[config.mk]
export PLATFORM = sky130hd
export DESIGN_NAME = data_mem_port
export DESIGN_NICKNAME = d
export VERILOG_FILES = /design/src/rtl/dmem_pkg.sv /design/src/rtl/dmem_array.sv /design/src/rtl/data_mem_port.sv
export SDC_FILE = /design/constraint.sdc
export NUM_CORES = 1
export LEC_CHECK = 0
export ABC_AREA = 0
export BUFFER_PORTS_ARGS = -buffer_cell sky130_fd_sc_hd__buf_2
export CAP_MARGIN = 5
export CELL_PAD_IN_SITES_DETAIL_PLACEMENT = 0
export CELL_PAD_IN_SITES_GLOBAL_PLACEMENT = 2
export CORE_UTILIZATION = 35
export DETAILED_ROUTE_END_ITERATION = 7
export PLACE_DENSITY_LB_ADDON = 0.05
export SYNTH_ARGS = -nofsm -noshare
export SYNTH_HDL_FRONTEND = slang
export SYNTH_SLANG_ARGS = --single-unit
[constraint.sdc]
create_clock -name clk -period 4.33 [get_ports clk]
set_input_delay 0.433 -clock clk [delete_from_list [all_inputs] [get_ports clk]]
set_output_delay 0.433 -clock clk [all_outputs]
set_load 0.01 [all_outputs]
[src/rtl/dmem_pkg.sv]
// Shared types and defaults for the RISC SPM data-memory port.
// Contents: FSM state encoding, default data/address widths, wait counter width,
// and the even-parity helper used when DMEM_PARITY_EN is defined.
package dmem_pkg;

    localparam int unsigned DMEM_DATA_W = 8;
    localparam int unsigned DMEM_ADDR_W = 8;
    localparam int unsigned DMEM_CNT_W  = 4;

    typedef enum logic [1:0] {
        S_IDLE = 2'b00,
        S_WAIT = 2'b01,
        S_DONE = 2'b10
    } dmem_state_t;

    // Bit that makes data plus parity contain an even number of ones.
    function automatic logic even_parity(input logic [DMEM_DATA_W-1:0] d);
        return ^d;
    endfunction

endpackage

[src/rtl/dmem_array.sv]
// Data storage for data_mem_port: synchronous write, registered read port.
// Ports:
//   clk, rst_n   clock, async active-low reset (read register only; array not reset)
//   i_wr_en      write i_wdata to i_addr on this edge
//   i_rd_en      capture word at i_addr into o_rdata on this edge
//   i_addr       word address
//   i_wdata      store data
//   o_rdata      last read word, holds between reads
//   o_par_err    one-cycle pulse with a read whose stored parity mismatches
// Optional feature macro: DMEM_PARITY_EN adds a parity column and check.
module dmem_array
    import dmem_pkg::*;
#(
    parameter int unsigned DATA_W = DMEM_DATA_W,
    parameter int unsigned DEPTH  = 64,
    parameter int unsigned AW     = $clog2(DEPTH)
) (
    input  logic              clk,
    input  logic              rst_n,
    input  logic              i_wr_en,
    input  logic              i_rd_en,
    input  logic [AW-1:0]     i_addr,
    input  logic [DATA_W-1:0] i_wdata,
    output logic [DATA_W-1:0] o_rdata,
    output logic              o_par_err
);

    logic [DATA_W-1:0] r_mem [DEPTH];
    logic [DATA_W-1:0] r_rdata;

    // Storage columns are intentionally not reset.
    always_ff @(posedge clk) begin
        if (i_wr_en) begin
            r_mem[i_addr] <= i_wdata;
        end
    end

    always_ff @(posedge clk or negedge rst_n) begin
        if (!rst_n) begin
            r_rdata <= '0;
        end else if (i_rd_en) begin
            r_rdata <= r_mem[i_addr];
        end
    end

    assign o_rdata = r_rdata;

`ifdef DMEM_PARITY_EN
    logic r_par [DEPTH];
    logic r_par_err;

    always_ff @(posedge clk) begin
        if (i_wr_en) begin
            r_par[i_addr] <= even_parity(i_wdata);
        end
    end

    // Flag is raised in the same cycle the read data becomes visible.
    always_ff @(posedge clk or negedge rst_n) begin
        if (!rst_n) begin
            r_par_err <= 1'b0;
        end else begin
            r_par_err <= i_rd_en && (even_parity(r_mem[i_addr]) != r_par[i_addr]);
        end
    end

    assign o_par_err = r_par_err;
`else
    assign o_par_err = 1'b0;
`endif

endmodule

[src/rtl/data_mem_port.sv]
// Multi-cycle data-memory port of the 8-bit RISC SPM.
// Accepts one load/store in IDLE, models slow memory with WAIT_STATES extra cycles,
// then pulses mem_ready. Rejected requests (rd+wr collision, address >= DEPTH) pulse mem_err.
// Ports:
//   clk, rst_n          clock, async active-low reset
//   mem_rd, mem_wr      load / store request, sampled only in IDLE
//   mem_addr, mem_wdata address and store data, captured on acceptance
//   mem_rdata           last load result (to write-back mux input 2)
//   mem_busy            high from the cycle after acceptance until ready
//   mem_ready           one-cycle completion pulse
//   mem_err             one-cycle rejection pulse (and parity-error pulse with ready)
// Optional feature macro: DMEM_PARITY_EN (per-word even parity, checked on loads).
module data_mem_port
    import dmem_pkg::*;
#(
    parameter int unsigned DATA_W      = DMEM_DATA_W,
    parameter int unsigned ADDR_W      = DMEM_ADDR_W,
    parameter int unsigned DEPTH       = 64,
    parameter int unsigned WAIT_STATES = 2
) (
    input  logic              clk,
    input  logic              rst_n,
    input  logic              mem_rd,
    input  logic              mem_wr,
    input  logic [ADDR_W-1:0] mem_addr,
    input  logic [DATA_W-1:0] mem_wdata,
    output logic [DATA_W-1:0] mem_rdata,
    output logic              mem_busy,
    output logic              mem_ready,
    output logic              mem_err
);

    localparam int unsigned AW    = $clog2(DEPTH);
    localparam int unsigned CNT_W = DMEM_CNT_W;

    dmem_state_t       r_state;
    dmem_state_t       w_next_state;
    logic [CNT_W-1:0]  r_cnt;
    logic              r_is_wr;
    logic [AW-1:0]     r_addr;
    logic [DATA_W-1:0] r_wdata;
    logic              r_busy;
    logic              r_ready;
    logic              r_err;

    logic              w_in_range;
    logic              w_accept;
    logic              w_reject;
    logic              w_enter_done;
    logic              w_op_wr;
    logic [AW-1:0]     w_arr_addr;
    logic [DATA_W-1:0] w_arr_wdata;
    logic              w_par_err;

    assign w_in_range = (32'(mem_addr) < DEPTH);

    // Next-state and accept/reject decode.
    always_comb begin
        w_next_state = r_state;
        w_accept     = 1'b0;
        w_reject     = 1'b0;
        case (r_state)
            S_IDLE: begin
                if (mem_rd || mem_wr) begin
                    if ((mem_rd && mem_wr) || !w_in_range) begin
                        w_reject = 1'b1;
                    end else begin
                        w_accept     = 1'b1;
                        w_next_state = (WAIT_STATES == 0) ? S_DONE : S_WAIT;
                    end
                end
            end
            S_WAIT: begin
                if (r_cnt == CNT_W'(1)) begin
                    w_next_state = S_DONE;
                end
            end
            S_DONE:  w_next_state = S_IDLE;
            default: w_next_state = S_IDLE;
        endcase
    end

    // With zero wait states the access happens on the accepting edge, before the
    // capture registers are loaded, so the live inputs are forwarded.
    assign w_enter_done = (w_next_state == S_DONE) && (r_state != S_DONE);
    assign w_op_wr      = (r_state == S_IDLE) ? mem_wr : r_is_wr;
    assign w_arr_addr   = (r_state == S_IDLE) ? mem_addr[AW-1:0] : r_addr;
    assign w_arr_wdata  = (r_state == S_IDLE) ? mem_wdata : r_wdata;

    always_ff @(posedge clk or negedge rst_n) begin
        if (!rst_n) begin
            r_state <= S_IDLE;
            r_cnt   <= '0;
            r_is_wr <= 1'b0;
            r_addr  <= '0;
            r_wdata <= '0;
            r_busy  <= 1'b0;
            r_ready <= 1'b0;
            r_err   <= 1'b0;
        end else begin
            r_state <= w_next_state;
            r_busy  <= (w_next_state != S_IDLE);
            r_ready <= (w_next_state == S_DONE);
            r_err   <= w_reject;
            if (w_accept) begin
                r_cnt   <= CNT_W'(WAIT_STATES);
                r_is_wr <= mem_wr;
                r_addr  <= mem_addr[AW-1:0];
                r_wdata <= mem_wdata;
            end else if (r_state == S_WAIT) begin
                r_cnt <= r_cnt - CNT_W'(1);
            end
        end
    end

    dmem_array #(
        .DATA_W (DATA_W),
        .DEPTH  (DEPTH),
        .AW     (AW)
    ) u_array (
        .clk       (clk),
        .rst_n     (rst_n),
        .i_wr_en   (w_enter_done && w_op_wr),
        .i_rd_en   (w_enter_done && !w_op_wr),
        .i_addr    (w_arr_addr),
        .i_wdata   (w_arr_wdata),
        .o_rdata   (mem_rdata),
        .o_par_err (w_par_err)
    );

    assign mem_busy  = r_busy;
    assign mem_ready = r_ready;
    assign mem_err   = r_err || w_par_err;

endmodule

**Word-level counts from Yosys, hierarchy flattened**

Memory sizes are Yosys's and may differ from the RTL's. A register that Yosys moved wholly into a read port is not among the register bits.
Cells that the tools add are included.

- Flip-flop bits (word level): 24
- Memory bits (writable): 512
- Input port bits: 20
- Output and inout bits: 11
- Logic and storage cells: 44
- Memories kept: 1

Memories:

| memory | words | bits a word | read ports | clocked after memory_dff | write ports | line | text |
|---|---|---|---|---|---|---|---|
| u_array.r_mem | 64 | 8 | 1 | 1 | 1 | dmem_array.sv:28 | `logic [DATA_W-1:0] r_mem [DEPTH];` |

- Add/sub/neg operators: 1
- $lt $le $gt $ge: 1
- Equality and inequality tests: 4
- Muxes and demuxes: 17
- Reduce and logical (&&, ||, !) cells: 12

Operators with widths:

| kind | count |
|---|---|
| 2-to-1 mux 1 bit | 9 |
| less-than comparator 8 x 7 -> 1 bit, second input constant | 1 |
| 2-to-1 mux 4 bit | 2 |
| 2-to-1 mux 8 bit | 1 |
| 2-to-1 mux 2 bit | 3 |
| 2-to-1 mux 6 bit | 1 |
| == test 4 x 1 -> 1 bit, second input constant | 1 |
| logical AND 1 bit | 4 |
| case mux 2 bit (2 select lines) | 1 |
| nonzero test 2 bit | 2 |
| subtractor 4 x 1 -> 4 bit, second input constant | 1 |
| zero test 1 bit | 3 |
| == test 2 x 1 -> 1 bit, second input constant | 1 |
| == test 2 bit, second input constant | 1 |
| zero test 2 bit | 1 |
| logical OR 1 bit | 2 |
| != test 2 bit, second input constant | 1 |

**Depth between registers and ports, before layout**

Gate-level depths: netlist of the first run.

- Word-level depth: 11
- Gate-level depth with buffers: 11
- Depth with buffers taken out: 7

**Modules after synthesis**

From an unflattened synthesis of the first run, not the netlist that was laid out.

- Cells, all modules: 1236
- Area, all modules: 21599.5 um^2

By module, submodules not included:

| module | times used | cells an instance | area each (um^2) | seq. area each (um^2) |
|---|---|---|---|---|
| dmem_array | 1 | 1144 | 20387.1 | 15574.9 |
| data_mem_port | 1 | 92 | 1212.4 | 600.6 |

**Least setup slack after synthesis of the first run**

OpenSTA, ideal clock, no wires.

- Kind: register to register
- Start point: register r_state[1]
- End point: memory u_array.r_mem[20][0] in the netlist's numbering (enable)
- Setup time: 0.370 ns
- Arrival time: 2.156 ns
- Data required time: 3.960 ns
- Setup slack: 1.803 ns
- Cell stages (with the launch flop): 11
- Path buffers: 5
- Period minus slack after synthesis: 2.527 ns
- Cells stage by stage: dfrtp_1 buf_6 or2_1 buf_6 nor2_1 nor2_1 clkbuf_1 clkbuf_1 nand2b_1 clkbuf_1 nor2_1

- Longest elaborated chain between the ends: 8
- Elaborated cells between the ends (all ways): 14
- Those cells by class: eq/ne: 3; mux: 8; reduce/logical: 3

RTL lines:

| item | line | text |
|---|---|---|
| from (decl) | data_mem_port.sv:36 | `dmem_state_t r_state;` |
| from (signal assigned) | data_mem_port.sv:101 | `r_state <= w_next_state;` |
| 2-to-1 mux 2 bit | data_mem_port.sv:65 | `if ((mem_rd && mem_wr) \|\| !w_in_range) begin` |
| 2-to-1 mux 2 bit | data_mem_port.sv:64 | `if (mem_rd \|\| mem_wr) begin` |
| case mux 2 bit (2 select lines) | data_mem_port.sv:62 | `case (r_state)` |
| == test 2 bit | data_mem_port.sv:85 | `assign w_enter_done = (w_next_state == S_DONE) && (r_state != S_DONE);` |
| logical AND 1 bit | data_mem_port.sv:85 |  |
| logical AND 1 bit | data_mem_port.sv:123 | `.i_wr_en (w_enter_done && w_op_wr),` |
| 2-to-1 mux 1 bit | dmem_array.sv:33 | `if (i_wr_en) begin` |
| 2-to-1 mux 1 bit (implied by the code) | dmem_array.sv:34 | `r_mem[i_addr] <= i_wdata;` |
| to (decl) | dmem_array.sv:28 |  |

Several ways; a longest one is shown, not always the timed one.

**Worst setup path after layout of the first run**

- Start point: register r_state[1]
- End point: register u_array.r_rdata[5], in the netlist u_array.o_rdata[5], read port of u_array.r_mem

- Longest elaborated chain between the ends: 6
- Elaborated cells between the ends (all ways): 13
- Those cells by class: eq/ne: 3; mux: 6; reduce/logical: 4

RTL lines:

| item | line | text |
|---|---|---|
| 2-to-1 mux 2 bit | data_mem_port.sv:65 |  |
| 2-to-1 mux 2 bit | data_mem_port.sv:64 |  |
| case mux 2 bit (2 select lines) | data_mem_port.sv:62 |  |
| == test 2 bit | data_mem_port.sv:85 |  |
| logical AND 1 bit | data_mem_port.sv:85 |  |
| logical AND 1 bit | data_mem_port.sv:124 | `.i_rd_en (w_enter_done && !w_op_wr),` |
| to (decl) | dmem_array.sv:29 | `logic [DATA_W-1:0] r_rdata;` |

Several ways; a longest one is shown, not always the timed one.
A chain may end at the register's enable or synchronous reset.

==> summary.txt, run 1 <==
Status: finished, final reports clean
Antenna violations before repair: 2
Drt total wl: 71.3 mm
Critical Path Stages: 9
WHS Endpoint: r_wdata[6]
Vias in the first global route: 12900
Final hold vios: 0
Max Fanout on Critical Path: 14
Crit Path Category: flip-flop to flip-flop
Post-CTS Setup Bufs: 0
Die extent in y: 249 microns
Register share of total power: 39.7%
Commonest non-fill, non-tap cells in the layout: 512 x edfxtp_1, 121 x nand2_1, 106 x mux2i_1
Switching share of power: 34.6%
Syn_area_per_cell: 15.5 sq um
Synthesis Warnings: 0
Final period utilization: 92.5%
Io pins: 31
TritonCTS Buffers: 59
Layout Nets: 1531
Initial DRC count: 1371
DPL Wire Length: 46.4 mm
Fin crit period: 4.01 ns
Hold path depth: 2
Post-route cell area: 25300 sq um
CTS tree: done
# port buffers: 30
Crit path buffers/inverters: 2
Mapped Cells: 1382
Clock Skews: 0.0235 ns
Die ar.: 62200 sq um
Die X: 249 microns
Required @ worst endpoint: 4.78 ns
# rows: 90
Fin. max-slew vios: 0
Root Buffer: clkbuf_16
RD Place Congestion: 0.845
CP peak stage delay: 0.84 ns
Layout Cells excl Fill: 2342
Routed Antenna Nets: 0
VDD IR max: 0.000353 V
Setup TNS: 0 ns
Clock transition at path regs: 0.06 ns
Hold/Removal Path Class: input port to flip-flop
Cell-internal power: 11.5 mW
Core box area: 60400 sq um
N_diodes: 0
CP endpoint kind: flip-flop
H-tree levels: 2
Main flop type after synthesis: edfxtp_1
Drt drc: 0
Worst rel slew slack: 13.2%
Synth Net Count: 1404
Largest net degree at the start of global routing: 65
Hold wc startpoint: mem_wdata[6]
First-pass GRT wire length: 99.9 mm
Cell variety after synth: 63
Max-cap violations: 0
Worst Tran Pin Value: 1.30 ns
Pwr Density: 694 nW/um^2
Final core occ: 41.9%
Routed vias: 13000
Top cell by count, worst path: a31oi_1
Seq/Total Area, Yosys: 75.5%
FF-to-FF setup slack: 0.32 ns
Reg2Reg Depth: 9
Routed length per instance: 30.4 microns
Worst skew pair latency: 0.64 ns
Synthesized area: 21400 sq um
Commonest non-fill, non-tap cell in the layout: edfxtp_1
Post-Place Cells: 2229
Post-DP Area: 23200 sq um
Crit path max-delay family: simple AND/OR/NAND/NOR gates
RR Startpoint: r_state[1]
Fmax: 250 MHz
Post-synth EDFFs: 512
Critical-path cell list: o21a_1 > nor2_4 > buf_12 > buf_4 > mux2_2 > a222oi_1 > a31oi_1 > nor4b_1 > a31oi_1
Share of post-route cells with drive strength above 1: 18.1%
Slowest cell on crit path: nor4b_1
Clock power share: 30.2%
R2r endpoint: u_array.o_rdata[5]
GR Overflow Total: 0
Finish-stage setup viols: 0
Max Buffers Root-to-Sink: 3
LEAKAGE: 8.62 nW
Vias/cell: 5.53
Clock sinks: 544
Arrival @ worst endpoint: 4.46 ns
Initial Util: 35.5%
Ys async rst share: 5.88%
First-pass iteration count of the detailed router: 5
GRT Total Usage: 22.8%
Unrepaired setup endpoints after global routing: no
Area Growth Syn to Fin: 18.0%
Sw power: 6.06 mW
CP Launch Type: flip-flop
Logic gate share of total power: 30.1%
#FFs+latches synth: 544
## logic make-up after synthesis
family	count (synthesis)	synth area share [%]
xor+xnor	3	0.123
flops	544	75.5
compound gates	314	10.1
mux	125	5.95
fa+ha+maj	2	0.117
simple gates	315	6.55
buf+inv	79	1.59
## routing by layer
| metal | share of wire (%) | wire length (microns) | track usage, % |
|---|---|---|---|
| met2 | 46 | 33000 | 36.7 |
| met3 | 6.1 | 4370 | 3.31 |
| met5 | 0 | 0 | 0 |
| met4 | 1.9 | 1380 | 5.03 |
| met1 | 46 | 32500 | 32.7 |
## power by group through the flow
stage                     registers [mW]  clock network [mW]  logic, mW
final                               6.96                5.30       5.27
after global routing                6.98                5.59       5.57
after CTS                           6.97                5.40       5.32
after detailed placement            7.08                   0       5.32
after global placement              7.08                   0       5.30
after floorplan                     7.04                   0       2.77
## state kept, by name (all words and copies together), names as in the netlist
signal,flops
r_state,2
r_addr,6
r_err,1
u_array.r_mem,512
mem_busy,1
u_array.o_rdata,8
mem_ready,1
r_wdata,8
r_cnt,4
r_is_wr,1
## worst max path at each step
| stage | slack [ns] | to | startpoint |
|---|---|---|---|
| floorplan | 1.80 | u_array.r_mem[20][0] | r_state[1] |
| detailed placement | 0.38 | u_array.o_rdata[5] | mem_addr[0] |
| CTS | 0.32 | u_array.o_rdata[5] | r_state[1] |
| finish | 0.32 | u_array.o_rdata[5] | r_state[1] |
| global placement | 0.37 | u_array.o_rdata[5] | mem_addr[0] |
| global route | 0.22 | u_array.o_rdata[5] | r_state[1] |
## area by class of cell
type | count | area, sq um
flip-flops and latches | 544 | 16200
repair buffers | 139 | 1040
well taps | 782 | 978
clock buffers | 74 | 1560
fillers | 5475 | 35100
multi-input cells | 759 | 5010
clock inverters | 38 | 473
inverters | 6 | 22.5
## synth_stat cells, types with 5 or more instances
master | n | area (sq um)
a21oi_1 | 34 | 170
a221oi_1 | 8 | 70.1
a222oi_1 | 10 | 100
a22o_1 | 10 | 87.6
a22oi_1 | 67 | 503
a31oi_1 | 27 | 169
and3_1 | 10 | 62.6
buf_2 | 23 | 115
clkbuf_1 | 46 | 173
dfrtp_1 | 32 | 801
edfxtp_1 | 512 | 15400
inv_1 | 6 | 22.5
mux2_2 | 19 | 214
mux2i_1 | 106 | 1060
nand2_1 | 129 | 484
nand2b_1 | 14 | 87.6
nand3_1 | 10 | 50.1
nand4_1 | 10 | 62.6
nor2_1 | 103 | 387
nor3_1 | 8 | 40.0
nor4_1 | 5 | 31.3
o2111a_1 | 6 | 67.6
o21a_1 | 7 | 52.6
o21ai_0 | 55 | 275
o21bai_1 | 8 | 60.1
o22a_1 | 10 | 87.6
o22ai_1 | 48 | 300
## per-stage QoR
step | hold slack, ns | setup WS, ns | total power [mW]
2_1_floorplan | 0.137 | 1.80 | 9.80
3_3_place_gp | 0.491 | 0.369 | 12.4
3_5_place_dp | 0.499 | 0.379 | 12.4
4_1_cts | 0.0233 | 0.324 | 17.7
5_1_grt | 0.0452 | 0.223 | 18.1
6_report | 0.0544 | 0.324 | 17.5
## repair_timing
action / CTS / global route
hold buffers: 1 / 0
endpoints found under the hold margin: 32 / 0
gates resized for setup: 0 / 0
(Power assumes the default switching activity.)
==> run 2: changes to the inputs <==
--- a/config.mk
+++ b/config.mk
@@ -11,6 +11,7 @@
 export CELL_PAD_IN_SITES_DETAIL_PLACEMENT = 0
 export CELL_PAD_IN_SITES_GLOBAL_PLACEMENT = 2
 export CORE_UTILIZATION = 35
+export CTS_BUF_LIST = sky130_fd_sc_hd__clkbuf_8
 export DETAILED_ROUTE_END_ITERATION = 7
 export PLACE_DENSITY_LB_ADDON = 0.05
 export SYNTH_ARGS = -nofsm -noshare
==> summary.txt, run 2 (same netlist as run 1, synthesis figures left out) <==
GRT Total Usage: 23.1%
Fin. max-slew vios: 0
Drt drc: 0
Final core occ: 41.5%
Layout Nets: 1575
Arrival @ worst endpoint: 4.50 ns
Core box area: 60400 sq um
Max Buffers Root-to-Sink: 3
Post-route cell area: 25000 sq um
Io pins: 31
First-pass iteration count of the detailed router: 7
Post-DP Area: 23200 sq um
Finish-stage setup viols: 0
Final period utilization: 92.0%
Status: finished, final reports clean
# rows: 90
Final hold vios: 0
Fin crit period: 3.99 ns
DPL Wire Length: 46.4 mm
Worst skew pair latency: 0.69 ns
Die ar.: 62200 sq um
Worst Tran Pin Value: 1.31 ns
Vias/cell: 5.47
Fmax: 251 MHz
GR Overflow Total: 0
Share of post-route cells with drive strength above 1: 18.5%
Initial Util: 35.5%
Clock sinks: 544
Drt total wl: 71.7 mm
LEAKAGE: 8.65 nW
RD Place Congestion: 0.845
CP Launch Type: flip-flop
VDD IR max: 0.000285 V
Commonest non-fill, non-tap cells in the layout: 512 x edfxtp_1, 121 x nand2_1, 106 x mux2i_1
CTS tree: done
Vias in the first global route: 13200
Required @ worst endpoint: 4.85 ns
Routed length per instance: 29.8 microns
Unrepaired setup endpoints after global routing: no
Commonest non-fill, non-tap cell in the layout: edfxtp_1
First-pass GRT wire length: 101 mm
Hold/Removal Path Class: input port to flip-flop
Largest net degree at the start of global routing: 65
Root Buffer: clkbuf_8
Max reg flops: 512
Fin Hold WS: 0.0587 ns
Clock Skews: 0.0459 ns
Crit Path Category: flip-flop to flip-flop
Most flop-heavy register: u_array.r_mem
Setup TNS: 0 ns
# resized after CTS: 0
# port buffers: 30
Antenna violations before repair: 3
Routed vias: 13200
Die X: 249 microns
Post-CTS Setup Bufs: 0
Routed Antenna Nets: 0
H-tree levels: 3
Area Growth Syn to Fin: 16.9%
CP endpoint kind: flip-flop
Initial DRC count: 1293
Max Fanout on Critical Path: 14
TritonCTS Buffers: 93
Max-cap violations: 0
Worst rel slew slack: 12.5%
Die extent in y: 249 microns
Pwr Density: 662 nW/um^2
Clock transition at path regs: 0.06 ns
run 2: cell count changes in the layout (fill, tap and decap cells not counted), moves of 7 or more:
cell | before | now
bufinv_16 | 10 | 3
clkbuf_1 | 13 | 0
clkbuf_16 | 60 | 0
clkbuf_8 | 1 | 96
clkinv_1 | 5 | 29
dlygate4sd3_1 | 1 | 11
inv_1 | 6 | 32
run 2: critical path: stages, from the launching register on:
cell and delay (ns):
dfrtp_1 0.51, o21a_1 0.32, nor2_4 0.58, buf_12 0.26
buf_4 0.23, mux2_2 0.35, a222oi_1 0.28, a31oi_1 0.23
nor4b_1 0.83, a31oi_1 0.17
run 2: cell type report:
| class | instances | area, sq um |
|---|---|---|
| clock inverter | 71 | 377 |
| tap | 782 | 978 |
| inverter | 6 | 22.5 |
| timing repair buffer | 149 | 1140 |
| sequential | 544 | 16200 |
| fill | 5560 | 35300 |
| clock buffer | 96 | 1320 |
| multi-input combinational | 759 | 5010 |
| antenna | 1 | 2.50 |
run 2: final timing paths:
check,to,startpoint,depth (start not counted),slack (ns)
worst max-delay path,u_array.o_rdata[5],r_state[1],9,0.34
worst min-delay path,r_addr[0],mem_addr[0],2,0.06
worst max register to register,u_array.o_rdata[5],r_state[1],9,0.34
worst min register to register,r_wdata[4],r_wdata[4],1,0.51
max in group asynchronous,u_array.o_rdata[0],rst_n,2,3.30
min in group asynchronous,r_cnt[3],rst_n,2,0.43
run 2: metal layers:
layer  up-vias  part of all wire [%]  global-route usage, %
li1       5804                     -                      -
met1      6824                    46                   32.9
met2       476                    47                   36.8
met3        76                   5.9                   3.31
met4         0                   1.7                   6.49
met5         -                     0                      0
run 2: timing repair:
item | 4_1_cts | 5_1_grt
hold buffers | 11 | 0
endpoints found under the hold margin | 42 | 0
endpoints found under the setup margin | 0 | 0
run 2: where the power goes:
group          internal, mW  switching [mW]
registers              6.80           0.167
logic                  1.52            3.74
clock network          2.23            2.11
total                  10.6            6.02
run 2: stage by stage:
stage,total power [mW],setup WS (ns),cells
after floorplan,9.80,1.80,1382
after global placement,12.4,0.369,2228
after detailed placement,12.4,0.379,2229
after CTS,16.8,0.370,2407
after global routing,17.2,0.262,2408
final,16.6,0.345,2408
==> run 3: changes to the inputs <==
--- a/config.mk
+++ b/config.mk
@@ -6,10 +6,9 @@
 export NUM_CORES = 1
 export LEC_CHECK = 0
 export ABC_AREA = 0
+export ABC_CLOCK_PERIOD_IN_PS = 4330
 export BUFFER_PORTS_ARGS = -buffer_cell sky130_fd_sc_hd__buf_2
 export CAP_MARGIN = 5
-export CELL_PAD_IN_SITES_DETAIL_PLACEMENT = 0
-export CELL_PAD_IN_SITES_GLOBAL_PLACEMENT = 2
 export CORE_UTILIZATION = 35
 export CTS_BUF_LIST = sky130_fd_sc_hd__clkbuf_8
 export DETAILED_ROUTE_END_ITERATION = 7
==> summary.txt, run 3 (same netlist as run 1, synthesis figures left out) <==
CTS tree: done
Crit path max-delay family: simple AND/OR/NAND/NOR gates
Slowest cell on crit path: nor4_1
RD Place Congestion: 0.832
Max Fanout on Critical Path: 8
Arrival @ worst endpoint: 3.93 ns
Drt total wl: 70.8 mm
Die extent in y: 249 microns
Required @ worst endpoint: 4.63 ns
Unrepaired setup endpoints after global routing: no
Status: finished, final reports clean
Crit Path Category: flip-flop to flip-flop
Largest net degree at the start of global routing: 51
RR Startpoint: r_cnt[1]
Die X: 249 microns
# port buffers: 30
Hold/Removal Path Class: input port to flip-flop
Reg2Reg Depth: 6
Hold path depth: 2
Initial Util: 35.5%
Critical-path cell list: inv_1 > ha_1 > nand2_1 > nor4_1 > nand2b_1 > nor2_1
Fmax: 275 MHz
Most flop-heavy register: u_array.r_mem
Root Buffer: clkbuf_8
First-pass GRT wire length: 99.7 mm
Max-cap violations: 0
Pwr Density: 658 nW/um^2
Crit path buffers/inverters: 1
Final period utilization: 84.0%
Fin. max-slew vios: 0
Layout Nets: 1604
Fin Hold WS: 0.0541 ns
LEAKAGE: 8.85 nW
# rows: 90
CP peak stage delay: 0.89 ns
Max reg flops: 512
Commonest non-fill, non-tap cell in the layout: edfxtp_1
WHS Endpoint: r_addr[3]
Finish-stage setup viols: 0
GR Overflow Total: 0
H-tree levels: 3
First-pass iteration count of the detailed router: 7
Share of post-route cells with drive strength above 1: 20.0%
Total power: 16.6 mW
CP Launch Type: flip-flop
Initial DRC count: 1364
CP endpoint kind: flip-flop
Clock sinks: 544
# resized after CTS: 0
Routed Antenna Nets: 0
Worst skew pair latency: 0.70 ns
Worst Tran Pin Value: 1.25 ns
Core box area: 60400 sq um
Pre-CTS setup slack: 0.791 ns
Fill cells: 5584
Vias in the first global route: 13400
DPL Wire Length: 46.2 mm
Routed vias: 13500
FF-to-FF setup slack: 0.69 ns
Area Growth Syn to Fin: 18.0%
Clock Skews: 0.0460 ns
Worst rel slew slack: 16.4%
Hold wc startpoint: mem_addr[3]
Drt drc: 0
Final Worst Setup Slack: 0.693 ns
Io pins: 31
Antenna violations before repair: 4
Vias/cell: 5.51
VDD IR max: 0.000411 V
Die ar.: 62200 sq um
Routed length per instance: 29.0 microns
Setup TNS: 0 ns
Commonest non-fill, non-tap cells in the layout: 512 x edfxtp_1, 128 x buf_4, 121 x nand2_1
Clock transition at path regs: 0.06 ns
Max Buffers Root-to-Sink: 3
R2r endpoint: u_array.r_mem[0][6]
TritonCTS Buffers: 95
Fin crit period: 3.64 ns
Final hold vios: 0
GRT Total Usage: 22.8%
[run 3: cell types whose count changed in the layout (fill, tap and decap cells not counted), sizes merged]
| cell | change |
|---|---|
| buf | +25 |
| inv | +8 |
| clkbuf | +6 |
| clkinv | -6 |
| bufinv | -2 |
| dlygate4sd3 | +2 |
| diode | +1 |
[run 3: worst max-delay path by stage]
| stage | startpoint | slack [ns] | to | depth (start not counted) |
|---|---|---|---|---|
| after floorplan | r_state[1] | 1.80 | u_array.r_mem[20][0] | 10 |
| after global placement | r_cnt[1] | 0.82 | u_array.r_mem[0][0] | 6 |
| after detailed placement | mem_addr[0] | 0.79 | u_array.o_rdata[1] | 10 |
| after CTS | r_cnt[1] | 0.77 | u_array.r_mem[0][6] | 6 |
| after global routing | r_cnt[1] | 0.60 | u_array.r_mem[32][2] | 6 |
| final | r_cnt[1] | 0.69 | u_array.r_mem[0][6] | 6 |
[run 3: where the power goes]
group / internal [mW] / switching (mW) / total, mW
registers: 6.79 / 0.174 / 6.96
clock network: 2.23 / 2.14 / 4.37
logic: 1.58 / 3.71 / 5.28
total: 10.6 / 6.02 / 16.6
[run 3: timing repair]
| item | in CTS | in global routing |
|---|---|---|
| hold buffers | 13 | 0 |
| hold endpoints to repair | 45 | 0 |
| setup buffers | 0 | 0 |
[run 3: final cells by class]
type / instances / area (sq um) / share of cell area [%]
antenna: 2 / 5.00 / 0.0198
tap: 782 / 978 / 3.87
timing repair buffer: 176 / 1340 / 5.31
clock buffer: 102 / 1400 / 5.56
multi-input combinational: 759 / 5000 / 19.8
inverter: 6 / 22.5 / 0.0891
clock inverter: 71 / 335 / 1.33
sequential: 544 / 16200 / 64.0
[run 3: metal layers]
layer / track usage [%] / routed length, microns / up-vias
li1: - / - / 5862
met4: 6.70 / 1350 / 0
met5: 0 / 0 / -
met3: 3.63 / 4490 / 78
met1: 32.8 / 32500 / 7024
met2: 35.4 / 32500 / 490
[run 3: per-stage QoR]
step / instance area, sq um / instances / utilization (%)
detailed placement: 23400 / 2254 / 38.8
global route: 25300 / 2442 / 41.9
CTS: 25300 / 2440 / 41.8
finish: 25300 / 2442 / 41.9
global placement: 23400 / 2254 / 38.8
floorplan: 21400 / 1382 / -
